`config.mk`:
```
export PLATFORM = sky130hd
export DESIGN_NAME = uart_tx_arbiter_flat
export DESIGN_NICKNAME = d
export VERILOG_FILES = /design/src/rtl/uart_tx_arb_pkg.sv /design/src/rtl/uart_tx_arbiter_if.sv /design/src/rtl/uart_tx_arbiter_rr_pick.sv /design/src/rtl/uart_tx_arbiter.sv /design/src/flat_wrapper.sv
export SDC_FILE = /design/constraint.sdc
export NUM_CORES = 1
export LEC_CHECK = 0
export CORE_ASPECT_RATIO = 0.6
export CORE_MARGIN = 5
export CORE_UTILIZATION = 43
export DETAILED_ROUTE_END_ITERATION = 8
export GPL_TIMING_DRIVEN = 0
export PLACE_DENSITY = 0.87
export SYNTH_ARGS = -nofsm -noshare
export SYNTH_HDL_FRONTEND = slang
export SYNTH_SLANG_ARGS = --single-unit
```
`constraint.sdc`:
```
create_clock -name clk -period 6.77 [get_ports clk]
set_clock_uncertainty 0.05 [all_clocks]
set_input_delay 0.677 -clock clk [delete_from_list [all_inputs] [get_ports clk]]
set_output_delay 0.677 -clock clk [all_outputs]
set_load 0.05 [all_outputs]
```
`src/rtl/uart_tx_arb_pkg.sv`:
```
// uart_tx_arb_pkg: shared FSM state type and index-width helper for the UART TX arbiter
package uart_tx_arb_pkg;

   typedef enum logic {IDLE, GRANT} arb_state_t;

   // Width of an index into n items; never 0 so single-bit buses stay legal
   function automatic int idx_w(input int n);
      return (n > 1) ? $clog2(n) : 1;
   endfunction

endpackage

```
`src/rtl/uart_tx_arbiter_if.sv`:
```
// uart_tx_arbiter_if: requester handshake bundle plus FIFO write port
//   req_valid/req_data/req_last : producers -> arbiter
//   req_ready                   : arbiter -> producers, byte accepted this cycle
//   fifo_d_in/fifo_w_en         : arbiter -> FIFO write port
//   fifo_full                   : FIFO -> arbiter
//   modport master = producer/FIFO side, modport slave = arbiter side
interface uart_tx_arbiter_if #(
   parameter int N_REQ = 4,
   parameter int WIDTH = 8
);
   logic [N_REQ-1:0]            req_valid;
   logic [N_REQ-1:0][WIDTH-1:0] req_data;
   logic [N_REQ-1:0]            req_last;
   logic [N_REQ-1:0]            req_ready;
   logic [WIDTH-1:0]            fifo_d_in;
   logic                        fifo_w_en;
   logic                        fifo_full;

   modport master (
      output req_valid, req_data, req_last, fifo_full,
      input  req_ready, fifo_d_in, fifo_w_en
   );

   modport slave (
      input  req_valid, req_data, req_last, fifo_full,
      output req_ready, fifo_d_in, fifo_w_en
   );
endinterface

```
`src/rtl/uart_tx_arbiter_rr_pick.sv`:
```
// rr_pick: combinational round-robin picker
//   i_valid : request vector
//   i_start : index with highest priority this cycle
//   o_idx   : first valid index at or after i_start, wrapping
//   o_any   : at least one request is valid
module rr_pick
   import uart_tx_arb_pkg::*;
#(
   parameter  int N  = 4,
   localparam int IW = idx_w(N)
) (
   input  logic [N-1:0]  i_valid,
   input  logic [IW-1:0] i_start,
   output logic [IW-1:0] o_idx,
   output logic          o_any
);

   // Scan from lowest priority to highest so the highest-priority hit wins last
   always_comb begin
      int j;
      j = 0;
      o_any = |i_valid;
      o_idx = '0;
      for (int k = N - 1; k >= 0; k--) begin
         j = (int'(i_start) + k) % N;
         if (i_valid[IW'(j)]) o_idx = IW'(j);
      end
   end

endmodule

```
`src/rtl/uart_tx_arbiter.sv`:
```
// uart_tx_arbiter: round-robin packet arbiter sharing one FIFO write port
//   clk, rst_n  : clock, asynchronous active-low reset
//   bus         : requester handshakes and FIFO write port (slave modport)
//   o_grant_id  : currently/last granted requester
//   o_busy      : a grant is active
module uart_tx_arbiter
   import uart_tx_arb_pkg::*;
#(
   parameter int N_REQ     = 4,
   parameter int WIDTH     = 8,
   parameter int MAX_BURST = 16
) (
   input  logic                     clk,
   input  logic                     rst_n,
   uart_tx_arbiter_if.slave         bus,
   output logic [idx_w(N_REQ)-1:0]  o_grant_id,
   output logic                     o_busy
);

   localparam int IW = idx_w(N_REQ);
   localparam int BW = $clog2(MAX_BURST + 1);

   arb_state_t      r_state;
   arb_state_t      w_next;
   logic [IW-1:0]   r_grant;
   logic [IW-1:0]   r_last;
   logic [IW-1:0]   w_start;
   logic [IW-1:0]   w_pick;
   logic [BW-1:0]   r_cnt;
   logic            w_any;
   logic            w_xfer;
   logic            w_rel;

   assign w_start = (r_last == IW'(N_REQ - 1)) ? '0 : r_last + 1'b1;

   rr_pick #(.N(N_REQ)) u_pick (
      .i_valid (bus.req_valid),
      .i_start (w_start),
      .o_idx   (w_pick),
      .o_any   (w_any)
   );

   assign w_xfer = (r_state == GRANT) && bus.req_valid[r_grant] && !bus.fifo_full;
   // Packet end and burst limit collapse into one release
   assign w_rel  = w_xfer && (bus.req_last[r_grant] || r_cnt == BW'(MAX_BURST - 1));

   always_ff @(posedge clk or negedge rst_n) begin
      if (!rst_n) r_state <= IDLE;
      else        r_state <= w_next;
   end

   always_comb begin
      w_next = (r_state == IDLE) ? (w_any ? GRANT : IDLE) : (w_rel ? IDLE : GRANT);
   end

   always_ff @(posedge clk or negedge rst_n) begin
      if (!rst_n) begin
         r_grant <= '0;
         r_last  <= IW'(N_REQ - 1);
         r_cnt   <= '0;
      end else begin
         if (r_state == IDLE && w_any) begin
            r_grant <= w_pick;
            r_cnt   <= '0;
         end else if (w_xfer) begin
            r_cnt   <= r_cnt + 1'b1;
         end
         if (w_rel) r_last <= r_grant;
      end
   end

   // Ready is offered to the granted requester whenever the FIFO has room, valid or not
   always_comb begin
      o_busy        = (r_state == GRANT);
      o_grant_id    = r_grant;
      bus.fifo_w_en = w_xfer;
      bus.fifo_d_in = o_busy ? bus.req_data[r_grant] : '0;
      bus.req_ready = (o_busy && !bus.fifo_full) ? (N_REQ'(1) << r_grant) : '0;
   end

endmodule

```
`src/flat_wrapper.sv`:
```
// flat-port wrapper written by rule: the top's interface ports become plain ports
module uart_tx_arbiter_flat import uart_tx_arb_pkg::*;
#(
   parameter int N_REQ     = 4,
   parameter int WIDTH     = 8,
   parameter int MAX_BURST = 16
)
  (clk, rst_n, o_grant_id, o_busy, bus_req_valid, bus_req_data, bus_req_last, bus_fifo_full, bus_req_ready, bus_fifo_d_in, bus_fifo_w_en);
  uart_tx_arbiter_if #(.N_REQ(N_REQ), .WIDTH(WIDTH)) bus_i ();
  input  logic clk;
  input  logic rst_n;
  output logic [idx_w(N_REQ)-1:0] o_grant_id;
  output logic o_busy;
  input wire logic [$bits(bus_i.req_valid)-1:0] bus_req_valid;
  input wire logic [$bits(bus_i.req_data)-1:0] bus_req_data;
  input wire logic [$bits(bus_i.req_last)-1:0] bus_req_last;
  input wire logic [$bits(bus_i.fifo_full)-1:0] bus_fifo_full;
  output wire logic [$bits(bus_i.req_ready)-1:0] bus_req_ready;
  output wire logic [$bits(bus_i.fifo_d_in)-1:0] bus_fifo_d_in;
  output wire logic [$bits(bus_i.fifo_w_en)-1:0] bus_fifo_w_en;
  assign bus_i.req_valid = bus_req_valid;
  assign bus_i.req_data = bus_req_data;
  assign bus_i.req_last = bus_req_last;
  assign bus_i.fifo_full = bus_fifo_full;
  assign bus_req_ready = bus_i.req_ready;
  assign bus_fifo_d_in = bus_i.fifo_d_in;
  assign bus_fifo_w_en = bus_i.fifo_w_en;
  uart_tx_arbiter #(.N_REQ(N_REQ), .WIDTH(WIDTH), .MAX_BURST(MAX_BURST)) u_core (.clk(clk), .rst_n(rst_n), .bus(bus_i), .o_grant_id(o_grant_id), .o_busy(o_busy));
endmodule
```
[Word-level counts from Yosys, hierarchy flattened]
Index checks and enable logic that the tools add are counted.
Word-level totals
  flip-flop bits (word level): 10
  input port bits: 43
  output and inout bits: 16
  word-level logic and storage cells: 57
Cells by class
  $add $sub $neg: 5
  magnitude comparators: 5
  equal/unequal tests: 2
  shift-type cells: 1
  muxes and demuxes: 30
  bitwise gates (word level): 1
  reductions and logical operators: 9
Operators by type and width (number)
  $bmux 8 s2: 1
  $lt 2x4->1 const B: 4
  $mux 8: 2
  $mux 1: 13
  $bmux 1 s2: 6
  $mux 2: 5
  $mux 5: 2
  $add 5x1->5 const B: 1
  $eq 5x4->1 const B: 1
  $logic_and 1x1->1: 5
  $add 2x1->2 const B: 2
  $add 2x2->2 const B: 2
  $mux 4: 1
  $reduce_or 4->1: 1
  $shl 1x2->4 const A: 1
  $lt 2x3->1 const B: 1
  $eq 2x2->1 const B: 1
  $reduce_bool 2->1: 1
  $logic_not 1->1: 1
  $logic_or 1x1->1: 1
  $not 1->1: 1

[Logic depth before layout (Yosys ltp)]
  word-level depth: 10
  mapped depth: 8
  depth with buffers taken out: 6

[Cells and area by module]
From an unflattened synthesis, not the netlist that was laid out.
Second synthesis, totals
  cell total of the unflattened synthesis: 83
  area, all modules: 933.4 µm²
By module, submodules not included
  uart_tx_arbiter: times used 1, cells each 70, area an instance 855.8 µm², sequential area each 252.7 µm²
  rr_pick: times used 1, cells each 13, area an instance 77.6 µm², sequential area each 0.0 µm²

[Least setup slack after synthesis]
No wires, ideal clock.
  path kind: reg2out
  start: register u_core.r_grant[1], in the netlist u_core.o_grant_id[1]
  end: output bus_req_ready[0]
  data arrival time: 2.178 ns
  data required time: 6.043 ns
  path slack: 3.865 ns
  cell stages (with the launch flop): 4
  buffers on the path: 2
  cells stage by stage: dfrtp_1 -> clkbuf_1 -> clkbuf_1 -> nor3b_1
Between the ends
  longest elaborated chain between the ends: 2
RTL lines
  start, declared: RTL line uart_tx_arbiter.sv:25  | logic [IW-1:0] r_grant;
  start signal, assigned: RTL line uart_tx_arbiter.sv:63  | r_grant <= w_pick;
  $shl 1x2->4: RTL line uart_tx_arbiter.sv:78  | bus.req_ready = (o_busy && !bus.fifo_full) ? (N_REQ'(1) << r_grant) : '0;
  $mux 4: RTL line uart_tx_arbiter.sv:78
  end, declared: RTL line flat_wrapper.sv:18  | output wire logic [$bits(bus_i.req_ready)-1:0] bus_req_ready;
Every way passes these cells.

[Final worst setup path]
  start: input bus_req_valid[2]
  end: output bus_fifo_w_en
Between the ends
  longest elaborated chain between the ends: 4
RTL lines
  start, declared: RTL line flat_wrapper.sv:14  | input wire logic [$bits(bus_i.req_valid)-1:0] bus_req_valid;
  $bmux 1 s2: RTL line uart_tx_arbiter.sv:43  | assign w_xfer = (r_state == GRANT) && bus.req_valid[r_grant] && !bus.fifo_full;
  $mux 1 (implied by the code): RTL line uart_tx_arbiter.sv:43
  $logic_and 1x1->1 (2 in a row): RTL line uart_tx_arbiter.sv:43
  end, declared: RTL line flat_wrapper.sv:20  | output wire logic [$bits(bus_i.fifo_w_en)-1:0] bus_fifo_w_en;
Every way passes these cells. The select of a mux whose other input is x is not followed.

==> parameters.txt <==
Parameter                              Value

Clock network
  Buffer type at the clock tree root    clkbuf_8
  Clk slew on worst S/H paths    50 ps
  Number of hold-repair buffers added at the cts stage    0
  Clock tree sinks    10
  Worst skew pair latency    240 ps
  Clk buf depth    2
  H-Tree Depth    1
  Post-cts gate resize count    0
  Inserted Clock Buffers    3
  Number of setup buffers added after CTS    0
  CTS tree    yes

Synth
  Netlist Area Pre-Place    1120 µm²
  EDFF count, synth    0
  Async S/R FF share, synth    1.00
  Number of warning messages in the yosys log    0
  Mean instance size in the synthesized netlist    10.8 µm²
  Sequential cell area fraction in the yosys report    0.226
  Synthesized Nets    151
  Syn Inst Count    104
  Number of flip-flops and latches in the synthesized netlist    10
  Yosys cell types    39
  Top_reg_cell synth    dfrtp_1

Timing
  Minimum clock period    3460 ps
  Worst slew pin tran    556 ps
  Final setup slack of the worst path    3310 ps
  Worst max-slew margin expressed relative to the limit    0.626
  Maximum clock frequency    289 MHz
  Share of the clock period used by the worst path after layout    0.511
  Final hold viol count    0
  Count of final max-slew check failures    0
  RSZ-0062 raised after global routing    false
  Number of setup violations in the final report    0
  Final total negative setup slack    0 ps

Placed design
  Placement Setup Slack    3320 ps
  Post-placement cell area    1740 µm²
  GP Congestion    0.870
  Number of input and output port buffers inserted    58
  Post-detailed-placement half-perimeter wirelength    2810 µm

Detailed routing
  Initial detailed-routing violation count    41
  Vias post-DR    1115
  Total Routed Length    3500 µm
  Number of optimization iterations in the first detailed-route pass    4
  Remaining DRCs    0
  Routed wire per std cell    17.7 µm
  Routed via count divided by cell count    5.63
  Count of nets left with antenna violations after detail routing    0

Setup path
  Crit path max fanout    9
  Critical register-to-register path startpoint    u_core.r_last[0]$_DFFE_PN1P_
  Type of the worst setup path    input pin to output pin
  Startpoint type of the worst setup path    input pin
  Cell mode on critical path    clkdlybuf4s50_1
  Worst r2r path cells    8
  Critical-path cell with the highest stage delay    clkdlybuf4s50_1
  Category of cells accounting for the largest share of critical-path delay    buffers and inverters
  Type of element capturing the critical path    output pin
  Buffers & Inverters on Critical Path    3
  Data required time at the worst endpoint    6040 ps
  Reg-to-reg critical path endpoint    u_core.o_grant_id[0]$_DFFE_PN0P_
  Largest stage delay on the critical path    700 ps
  Cell breakdown of the critical path    clkdlybuf4s50_1, mux4_2, and2_4, buf_6, clkdlybuf4s50_1
  Signal arrival time at the worst endpoint    2730 ps
  Worst setup slack for register-to-register paths    4250 ps

Power and ir drop
  Sequential power share    0.134
  Sw frac    0.487
  Cell-internal power    0.409 mW
  Total power divided by cell area    444 nW/µm²
  Leakage power summed over all cells    0.727 nW
  Worst VDD drop    0.175 mV
  Switching power    0.389 mW
  Combinational share of power    0.770
  Clock power frac    0.096

Run
  Count of maximum capacitance violations    0

Worst hold path
  Endpoint of the worst hold-timing path    u_core.r_cnt[3]$_DFFE_PN0P_
  Worst hold start    u_core.r_cnt[3]$_DFFE_PN0P_
  Hold Path Class    register to register
  WHS Path Cells    1

Die
  Die Footprint    3760 µm²
  Number of rows created at floorplan    14
  Die Span X    75.9 µm
  Die Y-Extent    49.5 µm
  Placeable Area    2500 µm²
  Total I/O pin count    59
  Initial core utilization    0.447

Final layout
  Most frequent cells in the layout    58 x clkdlybuf4s50_1, 10 x nand2_1, 8 x and2_1, 8 x dfrtp_1
  Area grow syn2layout    60.3%
  Leading cell type in the layout, fill and taps excluded    clkdlybuf4s50_1
  Final nets    214
  Fraction of layout instances using a drive strength above 1    0.175
  Area of all placed cells without fillers    1800 µm²
  Diodes inserted    0
  Post-Route Utilization    0.717

Global route
  All-Layer GR Usage    0.187
  First-pass GRT wire length    5400 µm
  Remaining global-route overflow    0
  Maximum number of pins on one net before global-route repair    11
  Vias in the first global route    1071
  Number of antenna violations at the first check in global routing    0

Status
  Outcome    completed
power groups by stage:
stage	Sequential (mW)	Combinational, mW	Clock (mW)
final	0.107	0.614	0.0762
after global routing	0.110	0.654	0.0815
after CTS	0.107	0.616	0.0778
after detailed placement	0.108	0.613	0
after global placement	0.106	0.603	0
after floorplan	0.130	0.418	0
Yosys cell counts (4+ instances only):
| cell | instances | share of area |
|---|---|---|
| and2_1 | 8 | 0.045 |
| nand2_1 | 10 | 0.034 |
| mux4_2 | 5 | 0.10 |
| mux4_1 | 6 | 0.14 |
| mux2i_1 | 5 | 0.045 |
| o21ai_0 | 6 | 0.027 |
| ha_1 | 4 | 0.045 |
| dfrtp_1 | 8 | 0.18 |
registers in the layout (all words and copies together), names as in the netlist:
name and flops:
u_core.r_cnt 5, u_core.o_busy 1, u_core.r_last 2, u_core.o_grant_id 2
stage by stage:
stage / hold WS, ps / instances / total power, mW
2_1_floorplan: 331 / 104 / 0.549
3_3_place_gp: 407 / 194 / 0.709
3_5_place_dp: 432 / 194 / 0.720
4_1_cts: 437 / 198 / 0.801
5_1_grt: 452 / 198 / 0.846
6_report: 431 / 198 / 0.797
routing by layer:
metal / global-route usage / share of wire / vias up / wire length, µm
met5: 0 / 0 / - / 0
met4: 0.0552 / 0.010 / 0 / 36
met2: 0.304 / 0.45 / 52 / 1580
li1: - / - / 527 / -
met3: 0.0345 / 0.10 / 5 / 362
met1: 0.251 / 0.43 / 531 / 1520
kinds of logic (layout without fill, tap and decap cells):
logic type / count (synthesis) / after routing / synth area share
compound gates: 19 / 19 / 0.126
xor+xnor: 1 / 1 / 0.00782
fa+ha+maj: 4 / 4 / 0.0447
buf+inv: 13 / 75 / 0.0681
flops: 10 / 10 / 0.226
mux: 21 / 21 / 0.343
simple gates: 36 / 36 / 0.184
area by class of cell:
cell class / instances / area (µm²)
Multi-Input combinational cell: 81 / 791
Sequential cell: 10 / 253
Buffer: 10 / 65.1
Inverter: 3 / 11.3
Clock buffer: 4 / 55.1
Timing Repair Buffer: 58 / 581
Fill cell: 172 / 709
Tap cell: 32 / 40.0
worst max path at each step:
stage / start / to / cells past startpoint
detailed placement: bus_req_valid[2] / bus_fifo_w_en / 5
global route: bus_req_valid[2] / bus_fifo_w_en / 5
finish: bus_req_valid[2] / bus_fifo_w_en / 5
floorplan: u_core.o_grant_id[1]$_DFFE_PN0P_ / bus_req_ready[0] / 3
global placement: bus_req_valid[3] / bus_fifo_w_en / 5
CTS: bus_req_valid[2] / bus_fifo_w_en / 5
Power figures use the tool's default switching activity.
